--- config.mk ---
export PLATFORM = sky130hd
export DESIGN_NAME = sub_multicycle
export DESIGN_NICKNAME = d
export VERILOG_FILES = /design/src/rtl/sub_multicycle_pkg.sv /design/src/rtl/sub_multicycle_sub_chunk.sv /design/src/rtl/sub_multicycle.sv
export SDC_FILE = /design/constraint.sdc
export NUM_CORES = 1
export LEC_CHECK = 0
export ABC_AREA = 1
export CAP_MARGIN = 20
export CELL_PAD_IN_SITES_DETAIL_PLACEMENT = 0
export CELL_PAD_IN_SITES_GLOBAL_PLACEMENT = 1
export CORE_UTILIZATION = 25
export DETAILED_ROUTE_END_ITERATION = 10
export PLACE_DENSITY = 0.64
export SLEW_MARGIN = 20
export SYNTH_ARGS = -nofsm -noshare
export SYNTH_HDL_FRONTEND = slang
export SYNTH_SLANG_ARGS = --single-unit
--- constraint.sdc ---
create_clock -name clk -period 4.45 [get_ports clk]
set_clock_uncertainty 0.2 [all_clocks]
set_input_delay 0.89 -clock clk [delete_from_list [all_inputs] [get_ports clk]]
set_output_delay 0.89 -clock clk [all_outputs]
set_load 0.05 [all_outputs]
--- src/rtl/sub_multicycle_pkg.sv ---
// Shared definitions for the chunked multi-cycle subtractor: FSM state
// encodings and the counter-width helper.
package sub_multicycle_pkg;

  // Controller states; encodings are fixed so other arithmetic blocks can share them.
  typedef enum logic [1:0] {
    ST_IDLE = 2'd0,
    ST_RUN  = 2'd1,
    ST_DONE = 2'd2
  } state_t;

  // Ceiling log2, used to size the chunk counter. Returns 0 for value <= 1.
  function automatic int clog2_f(input int value);
    int r;
    r = 0;
    for (int i = 0; i < 32; i++) begin
      if ((32'sd1 <<< r) < value) begin
        r = r + 1;
      end else begin
        r = r;
      end
    end
    return r;
  endfunction

  // Counter width for a given chunk count; never narrower than one bit.
  function automatic int cnt_width_f(input int nchunk);
    int r;
    r = clog2_f(nchunk);
    if (r < 1) begin
      r = 1;
    end else begin
      r = r;
    end
    return r;
  endfunction

endpackage

--- src/rtl/sub_multicycle_sub_chunk.sv ---
// W-bit combinational ripple-borrow subtractor: {bout, diff} = x - y - bin.
// The borrow chain is exactly W bits long, bounding the per-cycle path.
module sub_chunk #(
  parameter int W = 8
) (
  input  logic [W-1:0] x,
  input  logic [W-1:0] y,
  input  logic         bin,
  output logic [W-1:0] diff,
  output logic         bout
);

  logic [W:0] borrow_chain_s;

  // Bit-serial full-subtractor chain, LSB first.
  always_comb begin
    diff              = {W{1'b0}};
    borrow_chain_s    = {(W+1){1'b0}};
    borrow_chain_s[0] = bin;
    for (int i = 0; i < W; i++) begin
      diff[i]             = x[i] ^ y[i] ^ borrow_chain_s[i];
      borrow_chain_s[i+1] = (~x[i] & y[i]) | (~(x[i] ^ y[i]) & borrow_chain_s[i]);
    end
    bout = borrow_chain_s[W];
  end

endmodule

--- src/rtl/sub_multicycle.sv ---
// Multi-cycle chunked subtractor: d = a - b - bi, W bits per clock, LSB
// chunk first, with valid/ready handshakes on operand and result sides.
// The chunk borrow is carried between cycles only through borrow_r.
module sub_multicycle
  import sub_multicycle_pkg::*;
#(
  parameter int N = 32,
  parameter int W = 8
) (
  input  logic         clk,
  input  logic         rst_n,
  input  logic         in_valid,
  output logic         in_ready,
  input  logic [N-1:0] a,
  input  logic [N-1:0] b,
  input  logic         bi,
  output logic         out_valid,
  input  logic         out_ready,
  output logic [N-1:0] d,
  output logic         bo
);

  localparam int NCHUNK = N / W;
  localparam int CNT_W  = cnt_width_f(NCHUNK);
  localparam logic [CNT_W-1:0] CNT_LAST = CNT_W'(NCHUNK - 1);

  // Reject configurations that cannot be split into whole chunks.
  if (W < 1 || (N % W) != 0) begin : g_bad_width
    $error("sub_multicycle: N (%0d) must be a positive multiple of W (%0d)", N, W);
  end

  state_t           state_r;
  logic [CNT_W-1:0] cnt_r;
  logic             borrow_r;
  logic [N-1:0]     a_r;
  logic [N-1:0]     b_r;
  logic [N-1:0]     d_r;
  logic             bo_r;
  logic             in_ready_r;
  logic             out_valid_r;

  int               base_s;
  logic [W-1:0]     x_s;
  logic [W-1:0]     y_s;
  logic [W-1:0]     diff_s;
  logic             bout_s;

  // Select the operand chunk addressed by the counter.
  always_comb begin
    base_s = int'(cnt_r) * W;
    x_s    = a_r[base_s +: W];
    y_s    = b_r[base_s +: W];
  end

  sub_chunk #(
    .W (W)
  ) u_chunk (
    .x    (x_s),
    .y    (y_s),
    .bin  (borrow_r),
    .diff (diff_s),
    .bout (bout_s)
  );

  // Controller, operand capture, chunk accumulation and result registers.
  always_ff @(posedge clk) begin
    if (!rst_n) begin
      state_r     <= ST_IDLE;
      cnt_r       <= {CNT_W{1'b0}};
      borrow_r    <= 1'b0;
      a_r         <= {N{1'b0}};
      b_r         <= {N{1'b0}};
      d_r         <= {N{1'b0}};
      bo_r        <= 1'b0;
      in_ready_r  <= 1'b1;
      out_valid_r <= 1'b0;
    end else begin
      case (state_r)
        ST_IDLE: begin
          if (in_valid) begin
            a_r        <= a;
            b_r        <= b;
            borrow_r   <= bi;
            cnt_r      <= {CNT_W{1'b0}};
            in_ready_r <= 1'b0;
            state_r    <= ST_RUN;
          end else begin
            in_ready_r <= 1'b1;
          end
        end
        ST_RUN: begin
          d_r[base_s +: W] <= diff_s;
          borrow_r         <= bout_s;
          if (cnt_r == CNT_LAST) begin
            // Last chunk: its borrow is the overall borrow out.
            bo_r        <= bout_s;
            cnt_r       <= {CNT_W{1'b0}};
            out_valid_r <= 1'b1;
            state_r     <= ST_DONE;
          end else begin
            cnt_r <= cnt_r + CNT_W'(1);
          end
        end
        ST_DONE: begin
          // Result held stable until the consumer takes it; no same-cycle re-accept.
          if (out_ready) begin
            out_valid_r <= 1'b0;
            in_ready_r  <= 1'b1;
            state_r     <= ST_IDLE;
          end else begin
            out_valid_r <= 1'b1;
          end
        end
        default: begin
          state_r     <= ST_IDLE;
          cnt_r       <= {CNT_W{1'b0}};
          in_ready_r  <= 1'b1;
          out_valid_r <= 1'b0;
        end
      endcase
    end
  end

  assign in_ready  = in_ready_r;
  assign out_valid = out_valid_r;
  assign d         = d_r;
  assign bo        = bo_r;

endmodule

==> results of run 1 <==
layer usage:
layer  share of wire (%)  vias to the layer above  GRT usage [%]
met5                   0                        -              0
met1                  52                     1871          19.58
li1                    -                     2320              -
met3                 4.3                        4          3.635
met4                0.45                        0          3.776
met2                  44                       95          21.21
cell families (layout without fill, tap and decap cells):
logic type               count (synthesis)  in the layout  synth area share [%]
adder cells (fa/ha/maj)                 17             17                 5.674
AO/OA/AOI/OAI                          109            109                 11.56
AND/OR/NAND/NOR                        367            367                 30.79
buffers and inverters                   82            175                 8.668
flip-flops                             104            104                 43.31
state kept, by name, summed over array words and instances (netlist names):
register	cells
a_r	32
bo	1
state_r	2
b_r	32
out_valid	1
d	32
in_ready	1
cnt_r	2
borrow_r	1
placed cells by master, fill, tap and decap left out:
master,Yosys,routed
dfxtp_1,104,103
fa_1,8,1
dfxtp_4,0,1
nor2_8,1,1
ha_1,9,9
nand2_1,92,89
o21ai_0,32,32
nor2_1,232,230
nand3_4,2,2
buf_4,8,10
buf_2,13,1
inv_6,0,1
o22ai_1,8,8
clkbuf_16,0,9
nor2_2,0,2
clkbuf_8,0,1
buf_8,0,1
nand3_2,0,1
inv_1,41,39
a21oi_1,19,19
buf_6,8,1
nand3_1,37,36
fa_2,0,7
clkinv_4,0,1
o21ai_1,50,50
clkdlybuf4s50_1,0,102
clkinv_2,0,3
nor2_4,1,1
nand2_2,2,5
inv_4,1,2
inv_2,3,4
timing repair:
item,in CTS,in global routing
cloned,0,0
setup endpoints to repair,2,4
resized for setup,2,12
pin swaps,2,6
cell type report:
type                       instances  area, sq um  share of cell area (%)
clock buffer                      10        239.0                   3.796
clock inverter                     5        32.53                  0.5168
inverter                          45        173.9                   2.763
multi-input combinational        493         2344                   37.23
sequential                       104         2086                   33.13
tap                              234        292.8                   4.651
timing repair buffer             115         1127                   17.91
worst min-delay path, cell delays in order (launching register included):
cell and delay, ns:
dfxtp_1 0.31, nand2_1 0.06, a21oi_1 0.05
how the worst max path moves through the flow:
stage	to	depth (start not counted)	from	slack (ns)
after floorplan	d[31]$_SDFFE_PN0P_	19	cnt_r[0]$_SDFFE_PN0P_	0.02
after global placement	d[15]$_SDFFE_PN0P_	17	cnt_r[0]$_SDFFE_PN0P_	0.04
after detailed placement	d[31]$_SDFFE_PN0P_	17	cnt_r[0]$_SDFFE_PN0P_	-0.003
after CTS	d[31]$_SDFFE_PN0P_	19	cnt_r[0]$_SDFFE_PN0P_	0.007
after global routing	d[15]$_SDFFE_PN0P_	18	cnt_r[0]$_SDFFE_PN0P_	-0.03
final	d[15]$_SDFFE_PN0P_	18	cnt_r[0]$_SDFFE_PN0P_	0.19
power by group through the flow:
| stage | logic, mW | clock network, mW | registers, mW |
|---|---|---|---|
| 6_report | 2.27 | 0.739 | 1.28 |
| 3_5_place_dp | 2.23 | 0 | 1.31 |
| 2_1_floorplan | 1.54 | 0 | 1.37 |
| 3_3_place_gp | 2.23 | 0 | 1.30 |
| 5_1_grt | 2.57 | 0.810 | 1.32 |
| 4_1_cts | 2.24 | 0.768 | 1.29 |
==> run_results.csv, run 1 <==
group,metric,value,unit
status,status,"finished, final reports clean",
worst_setup_path,r2r_end,"d[15]$_SDFFE_PN0P_",
power_and_ir_drop,p_switching,1.917,mW
sta,tightest_slew,1.030,ns
flow_run,maxCapViolCount,0,
clock_tree,cts_buffers,9,
cells_and_area,n_antenna_cell,0,
power_and_ir_drop,p_int,2.375,mW
routing,detail-route-antenna-nets,0,
clock_tree,hold_buffers,0,
global_route,grt_pass1_vias,4099,
clock_tree,cts_sinks,104,
worst_setup_path,worstPathCellList,"inv_4 -> o21ai_0 -> o22ai_1 -> fa_2 -> inv_1 -> fa_2 -> fa_2 -> fa_2 -> fa_2 -> fa_2 -> fa_2 -> inv_2 -> fa_1 -> nor2_2 -> nand2_2 -> nor2_2 -> nor2_1 -> nor2_1",
cells_and_area,drive_above_1_share,6.995,%
die,rows,50,
hold_path,min_to,"d[4]$_SDFFE_PN0P_",
worst_setup_path,end_kind,"register",
worst_setup_path,reg2reg_slack,0.19,ns
power_and_ir_drop,power_frac_comb,52.9,%
placement,place_ws,-0.003038,ns
worst_setup_path,crit_family,"adder cells",
sta,hold_viol_final,0,
sta,slew_violations,0,
synth,netlist_top_cells_count,"nor2_1, dfxtp_1, nand2_1, o21ai_1, inv_1",
synth,avgSynthCellArea,7.080,sq um
clock_tree,htree_levels,3,
worst_setup_path,worst-path-buf-inv,3,
global_route,antenna_found_initial,0,
hold_path,hp-class,"register to register",
power_and_ir_drop,p_per_area,681.9,nW/um^2
global_route,track_usage,14.01,%
sta,fin_hold_ws,0.2629,ns
worst_setup_path,crit_path_top_delay_cell,"fa_1",
worst_setup_path,cp_common_cell,"fa_2",
cells_and_area,fin_area,6295,sq um
cells_and_area,nFillCells,2091,
synth,synth_seq_cells,104,
synth,seq_area_frac_synth,43.31,%
global_route,grt_pass1_wl,21.46,mm
die,die_area,19790,sq um
synth,synth_flop_cell,"dfxtp_1",
routing,routed_via_density,4.264,
sta,setup_viol,0,
synth,ys.warnings.count,0,
sta,period_needed,4.264,ns
synth,syn-cell-area,4807,sq um
cells_and_area,instances_no_fill,1006,
clock_tree,insertion_delay,0.35,ns
sta,fin_ws,0.1865,ns
sta,period_share,95.81,%
worst_setup_path,worstPathMaxFanout,7,
routing,remaining_drc_errors,0,
synth,syn_nets,765,
synth,synth_top_area_share,43.31,%
sta,relSlewSlack,31.23,%
hold_path,hold_depth,2,
power_and_ir_drop,pwr-share-seq,29.9,%
worst_setup_path,critPathKind,"register to register",
clock_tree,cts_tree,"built",
die,fp.dieH,140.7,microns
power_and_ir_drop,leakagePower,2.463,nW
worst_setup_path,slowest_delay,0.42,ns
clock_tree,clkTransAtPathRegs,0.07,ns
worst_setup_path,r2r-start,"cnt_r[0]$_SDFFE_PN0P_",
placement,dpl.hpwl,9.823,mm
cells_and_area,final_util,33.54,%
synth,synth_top_area_cell,"dfxtp_1",
worst_setup_path,arrival,4.34,ns
power_and_ir_drop,total_power,4.292,mW
worst_setup_path,required,4.53,ns
power_and_ir_drop,p_clk_share,17.2,%
placement,dp.cells,991,
sta,fmax,234.5,MHz
clock_tree,post_cts_buffers,0,
global_route,grt_overflow,0,
worst_setup_path,ff2ff_path_depth,18,
synth,ys_types,21,
worst_setup_path,start_kind,"register",
synth,synth_edf_count,0,
power_and_ir_drop,p_sw_share,44.66,%
routing,wl_per_cell,13.01,microns
cells_and_area,nets,854,
synth,synth_area_leaders,"dfxtp_1, nor2_1, nand2_1",
placement,port_buffers,103,
routing,dr.pass1.iters,5,
hold_path,min_from,"d[4]$_SDFFE_PN0P_",
power_and_ir_drop,irDropWorstVdd,0.3559,mV
global_route,grt_max_degree,73,
routing,first_iter_violations,185,
cells_and_area,area_growth_syn_to_layout,30.95,%
sta,rsz0062_at_grt,"yes",
routing,wirelength,13.09,mm
die,start_util,25.61,%
die,die_w,140.7,microns
die,ioPinCount,104,
synth,syn_inst,679,
synth,async_reset_ff_share,0,%
clock_tree,ctsLongestPathBuffers,2,
clock_tree,cts-root-buf,"clkbuf_16",
die,design.core.area,18770,sq um
routing,routed-via-count,4290,
sta,fin_tns_setup,0,ns
synth,synth_most_common_cell,"nor2_1",
placement,place_area,5987,sq um
placement,gp_congestion,0.7767,
(Power assumes the default switching activity.)
==> run 2, diff against run 1 <==
- CORE_UTILIZATION: 25 -> 32
- PLACE_DENSITY: 0.64 -> 0.78
==> run_results.csv, run 2 (synthesis results as in run 1) <==
group,metric,value,unit
status,status,"finished, final reports clean",
flow_run,maxCapViolCount,0,
placement,port_buffers,103,
worst_setup_path,reg2reg_slack,0.12,ns
power_and_ir_drop,p_per_area,692.1,nW/um^2
die,fp.dieH,124.6,microns
placement,place_area,5957,sq um
power_and_ir_drop,p_int,2.492,mW
clock_tree,cts_sinks,104,
clock_tree,cts_tree,"built",
global_route,met2_usage,26.81,%
worst_setup_path,arrival,4.40,ns
hold_path,min_from,"d[16]$_SDFFE_PN0P_",
power_and_ir_drop,power_frac_comb,51.7,%
power_and_ir_drop,p_sw_share,43.19,%
die,die_area,15520,sq um
sta,relSlewSlack,29.33,%
routing,first_iter_violations,241,
cells_and_area,layout_commonest_cell,"nor2_1",
sta,period_needed,4.328,ns
routing,wirelength,12.17,mm
global_route,grt_overflow,0,
power_and_ir_drop,pwr-share-seq,29.5,%
worst_setup_path,start_kind,"register",
die,design.core.area,14590,sq um
routing,detail-route-antenna-nets,0,
cells_and_area,final_cell_mix,"nor2_1, dfxtp_1, clkdlybuf4s50_1, nand2_1, o21ai_1",
power_and_ir_drop,p_switching,1.894,mW
power_and_ir_drop,irDropWorstVdd,0.2534,mV
global_route,grt_pass1_wl,20.40,mm
sta,hold_viol_final,0,
placement,gp_congestion,0.8255,
cells_and_area,drive_above_1_share,7.969,%
cells_and_area,multiInputGateArea,2359,sq um
cells_and_area,nets,859,
global_route,track_usage,16.36,%
die,die_w,124.6,microns
cells_and_area,nFillCells,1483,
worst_setup_path,worstPathMaxFanout,8,
die,rows,44,
worst_setup_path,end_kind,"register",
global_route,antenna_found_initial,0,
global_route,busiest_layer,"met2",
global_route,grt_pass1_vias,4332,
worst_setup_path,critPathKind,"register to register",
sta,fin_ws,0.1225,ns
die,ioPinCount,104,
clock_tree,insertion_delay,0.35,ns
clock_tree,htree_levels,3,
global_route,grt_max_degree,73,
hold_path,hp-class,"register to register",
cells_and_area,final_util,43.44,%
global_route,grt_util_met3,3.351,%
clock_tree,cts_buffers,9,
cells_and_area,area_growth_syn_to_layout,31.83,%
power_and_ir_drop,p_clk_share,18.8,%
clock_tree,ctsLongestPathBuffers,2,
routing,routed_via_density,4.574,
worst_setup_path,r2r-start,"cnt_r[0]$_SDFFE_PN0P_",
routing,remaining_drc_errors,0,
power_and_ir_drop,leakagePower,2.513,nW
sta,setup_viol,0,
routing,dr.pass1.iters,4,
hold_path,min_to,"d[16]$_SDFFE_PN0P_",
clock_tree,hold_buffers,0,
clock_tree,clkTransAtPathRegs,0.07,ns
global_route,grtUsageMet1,20.75,%
hold_path,hold_depth,2,
routing,routed-via-count,4400,
sta,period_share,97.25,%
clock_tree,cts-root-buf,"clkbuf_16",
placement,dpl.hpwl,9.345,mm
worst_setup_path,ff2ff_path_depth,20,
die,start_util,32.95,%
worst_setup_path,r2r_end,"d[31]$_SDFFE_PN0P_",
cells_and_area,n_antenna_cell,0,
sta,slew_violations,0,
sta,rsz0062_at_grt,"yes",
cells_and_area,fin_area,6337,sq um
sta,tightest_slew,1.060,ns
routing,wl_per_cell,12.65,microns
cells_and_area,regArea,2087,sq um
placement,place_ws,-0.01576,ns
sta,fmax,231.1,MHz
worst_setup_path,required,4.52,ns
[run 2: cell type report]
class                   instances  area share [%]
multi-input cells             493           37.22
flip-flops and latches        104           32.93
repair buffers                120           18.52
clock buffers                  13           4.265
well taps                     184           3.633
inverters                      45           2.705
clock inverters                 3          0.7305
[run 2: per-stage QoR]
stage / std cells / total power [mW] / hold slack, ns / TNS [ns]
after global routing: 962 / 4.774 / 0.2849 / -0.1730
final: 962 / 4.386 / 0.2728 / 0
after detailed placement: 944 / 3.498 / 0.2617 / -0.03044
after floorplan: 679 / 2.906 / 0.2495 / 0
after global placement: 944 / 3.468 / 0.2515 / 0
after CTS: 960 / 4.336 / 0.2728 / 0
[run 2: timing repair]
action / in CTS / in global routing
pin swaps: 1 / 10
buffers inserted: 0 / 2
gates resized for setup: 1 / 18
setup endpoints to repair: 2 / 4
[run 2: worst max-delay path by stage]
stage / from / endpoint / cells past startpoint
floorplan: cnt_r[0]$_SDFFE_PN0P_ / d[31]$_SDFFE_PN0P_ / 19
global placement: cnt_r[0]$_SDFFE_PN0P_ / d[15]$_SDFFE_PN0P_ / 17
detailed placement: cnt_r[0]$_SDFFE_PN0P_ / d[31]$_SDFFE_PN0P_ / 17
CTS: cnt_r[0]$_SDFFE_PN0P_ / d[31]$_SDFFE_PN0P_ / 20
global route: cnt_r[0]$_SDFFE_PN0P_ / d[15]$_SDFFE_PN0P_ / 20
finish: cnt_r[0]$_SDFFE_PN0P_ / d[31]$_SDFFE_PN0P_ / 20
[run 2: metal layers]
| metal | vias to the layer above | wire (microns) |
|---|---|---|
| met5 | - | 0 |
| met2 | 102 | 5592 |
| met3 | 14 | 462 |
| met1 | 1951 | 5849 |
| met4 | 0 | 261 |
| li1 | 2333 | - |
[run 2: critical path, stage by stage (launching register included)]
cell and delay [ns]:
dfxtp_4 0.41, inv_4 0.06, buf_12 0.13, nand2_4 0.05
nand3_2 0.07, nand2_2 0.08, fa_2 0.19, inv_2 0.04
fa_2 0.33, fa_2 0.38, fa_2 0.37, fa_2 0.34
fa_2 0.35, fa_2 0.34, inv_2 0.06, fa_1 0.41
nor2_2 0.12, nand2_1 0.08, nor2_1 0.11, nor2_1 0.05
nor2_1 0.07
[run 2: power groups by stage]
| stage | logic [mW] | registers (mW) | clock network [mW] |
|---|---|---|---|
| 2_1_floorplan | 1.54 | 1.37 | 0 |
| 3_3_place_gp | 2.16 | 1.31 | 0 |
| 3_5_place_dp | 2.19 | 1.31 | 0 |
| 4_1_cts | 2.20 | 1.29 | 0.846 |
| 5_1_grt | 2.57 | 1.32 | 0.882 |
| 6_report | 2.27 | 1.29 | 0.826 |
==> run 3, diff against run 2 <==
--- a/config.mk
+++ b/config.mk
@@ -10,7 +10,7 @@
 export CELL_PAD_IN_SITES_DETAIL_PLACEMENT = 0
 export CELL_PAD_IN_SITES_GLOBAL_PLACEMENT = 1
-export CORE_UTILIZATION = 32
+export CORE_UTILIZATION = 36
 export DETAILED_ROUTE_END_ITERATION = 10
-export PLACE_DENSITY = 0.78
+export PLACE_DENSITY = 0.83
 export SLEW_MARGIN = 20
 export SYNTH_ARGS = -nofsm -noshare
==> constraint.sdc (replaced) <==
create_clock -name clk -period 4.1 [get_ports clk]
set_clock_uncertainty 0.2 [all_clocks]
set_input_delay 0.82 -clock clk [delete_from_list [all_inputs] [get_ports clk]]
set_output_delay 0.82 -clock clk [all_outputs]
set_load 0.1 [all_outputs]
==> run_results.csv, run 3 (synthesis results as in run 1) <==
group,metric,value,unit
status,status,"complete, but fails checks",
status,violations,"setup timing",
routing,routed_via_density,4.615,
worst_setup_path,r2r_end,"d[23]$_SDFFE_PN0P_",
cells_and_area,n_antenna_cell,0,
routing,dr.pass1.iters,4,
clock_tree,htree_levels,3,
routing,wl_per_cell,12.85,microns
cells_and_area,nFillCells,1310,
clock_tree,hold_buffers,0,
routing,met3_wirelength,427,microns
sta,setup_viol,4,
power_and_ir_drop,p_per_area,784.7,nW/um^2
cells_and_area,drive_above_1_share,10.14,%
routing,detail-route-antenna-nets,0,
worst_setup_path,cp.depth,15,
routing,wl_met2,6.118,mm
clock_tree,clkTransAtPathRegs,0.07,ns
worst_setup_path,required,4.16,ns
global_route,grt_pass1_vias,4312,
global_route,grt_pass1_wl,20.53,mm
cells_and_area,final_cell_mix,"nor2_1, dfxtp_1, clkdlybuf4s50_1, nand2_1, o21ai_1",
worst_setup_path,worstPathCellList,"buf_6 -> o21ai_0 -> o22ai_2 -> fa_2 -> fa_2 -> fa_2 -> fa_2 -> fa_2 -> fa_2 -> inv_2 -> fa_1 -> nor2_2 -> buf_4 -> nand3_2 -> a21oi_1",
routing,routed.top_layer,"met4",
worst_setup_path,cp_common_cell,"fa_2",
worst_setup_path,r2r-start,"cnt_r[0]$_SDFFE_PN0P_",
clock_tree,insertion_delay,0.35,ns
routing,routed-via-count,4435,
global_route,antenna_found_initial,1,
worst_setup_path,crit_path_start,"cnt_r[0]$_SDFFE_PN0P_",
worst_setup_path,worstSetupEndpoint,"d[23]$_SDFFE_PN0P_",
die,rows,41,
clock_tree,cts_buffers,9,
cells_and_area,area_growth_syn_to_layout,34.07,%
sta,relSlewSlack,31.12,%
placement,port_buffers,103,
worst_setup_path,critPathKind,"register to register",
sta,fin_ws,-0.1987,ns
sta,rsz0062_at_grt,"yes",
worst_setup_path,slowest_delay,0.42,ns
worst_setup_path,crit_path_top_delay_cell,"fa_1",
worst_setup_path,reg2reg_slack,-0.20,ns
cells_and_area,layout_commonest_cell,"nor2_1",
global_route,grt_overflow,0,
sta,period_share,104.8,%
clock_tree,cts-root-buf,"clkbuf_16",
die,design.core.area,12820,sq um
power_and_ir_drop,leakagePower,2.583,nW
global_route,grt_max_degree,73,
die,ioPinCount,104,
worst_setup_path,worstPathMaxFanout,6,
routing,wl_met1,5.690,mm
routing,first_iter_violations,226,
flow_run,maxCapViolCount,0,
worst_setup_path,end_kind,"register",
sta,hold_viol_final,0,
placement,dpl.hpwl,9.345,mm
worst_setup_path,ff2ff_path_depth,15,
clock_tree,cts_tree,"built",
hold_path,hold_depth,2,
clock_tree,ctsLongestPathBuffers,2,
routing,remaining_drc_errors,0,
worst_setup_path,crit_family,"adder cells",
die,fp.dieH,117.6,microns
global_route,track_usage,18.29,%
placement,place_ws,-0.2498,ns
routing,wirelength,12.35,mm
power_and_ir_drop,irDropWorstVdd,0.3353,mV
cells_and_area,nets,870,
sta,tightest_slew,1.033,ns
worst_setup_path,start_kind,"register",
sta,fmax,232.6,MHz
sta,slew_violations,0,
cells_and_area,multiInputGateArea,2381,sq um
cells_and_area,regArea,2087,sq um
clock_tree,cts_sinks,104,
placement,gp_congestion,0.8064,
hold_path,hp-class,"register to register",
die,die_w,117.6,microns
sta,period_needed,4.299,ns
die,die_area,13820,sq um
worst_setup_path,worst-path-buf-inv,3,
power_and_ir_drop,total_power,5.057,mW
die,start_util,37.48,%
worst_setup_path,arrival,4.36,ns
## run 3: how the worst min path moves through the flow
stage,startpoint,to
6_report,d[21]$_SDFFE_PN0P_,d[21]$_SDFFE_PN0P_
5_1_grt,d[21]$_SDFFE_PN0P_,d[21]$_SDFFE_PN0P_
4_1_cts,d[21]$_SDFFE_PN0P_,d[21]$_SDFFE_PN0P_
3_5_place_dp,d[21]$_SDFFE_PN0P_,d[21]$_SDFFE_PN0P_
3_3_place_gp,in_ready$_SDFFE_PN1P_,in_ready$_SDFFE_PN1P_
2_1_floorplan,a_r[20]$_SDFFE_PN0P_,a_r[20]$_SDFFE_PN0P_
## run 3: routing by layer
metal  global-route usage (%)  vias to the layer above
met1                    22.41                     1986
met2                    32.77                       89
met5                        0                        -
li1                         -                     2349
met3                    3.246                       11
met4                    4.888                        0
## run 3: final cells by class
| class | instances | area share [%] |
|---|---|---|
| Multi-Input combinational cell | 493 | 36.94 |
| Clock inverter | 6 | 1.145 |
| Clock buffer | 10 | 3.708 |
| Timing Repair Buffer | 131 | 19.78 |
| Tap cell | 172 | 3.339 |
| Sequential cell | 104 | 32.38 |
| Inverter | 45 | 2.699 |
## run 3: stage by stage
stage          cell area [sq um]  cells  setup TNS (ns)  hold WS [ns]  utilization, %
6_report                    6445    961         -0.5878        0.2616           50.25
5_1_grt                     6445    961          -1.210        0.2826           50.25
2_1_floorplan               4843    679         -0.6648        0.2495               -
4_1_cts                     6371    955         -0.3089        0.2652           49.68
3_3_place_gp                5979    936         -0.4580        0.2494           46.62
3_5_place_dp                5979    936         -0.7184        0.2542           46.62
## run 3: worst min-delay path: stages, from the launching register on
cell and delay (ns):
dfxtp_1 0.31, nand2_1 0.06, a21oi_1 0.05
## run 3: power by group
part / switching [mW] / leakage, nW / internal (mW) / total [mW]
clock network: 0.397 / 0.148 / 0.499 / 0.896
logic: 1.73 / 1.58 / 1.03 / 2.77
registers: 0.150 / 0.855 / 1.25 / 1.40
total: 2.28 / 2.58 / 2.78 / 5.06
## run 3: timing repair
item / 4_1_cts / 5_1_grt
pin swaps: 9 / 9
setup endpoints to repair: 4 / 4
cloned: 0 / 0
resized for setup: 19 / 8
setup buffers: 3 / 6
endpoints found under the hold margin: 0 / 0
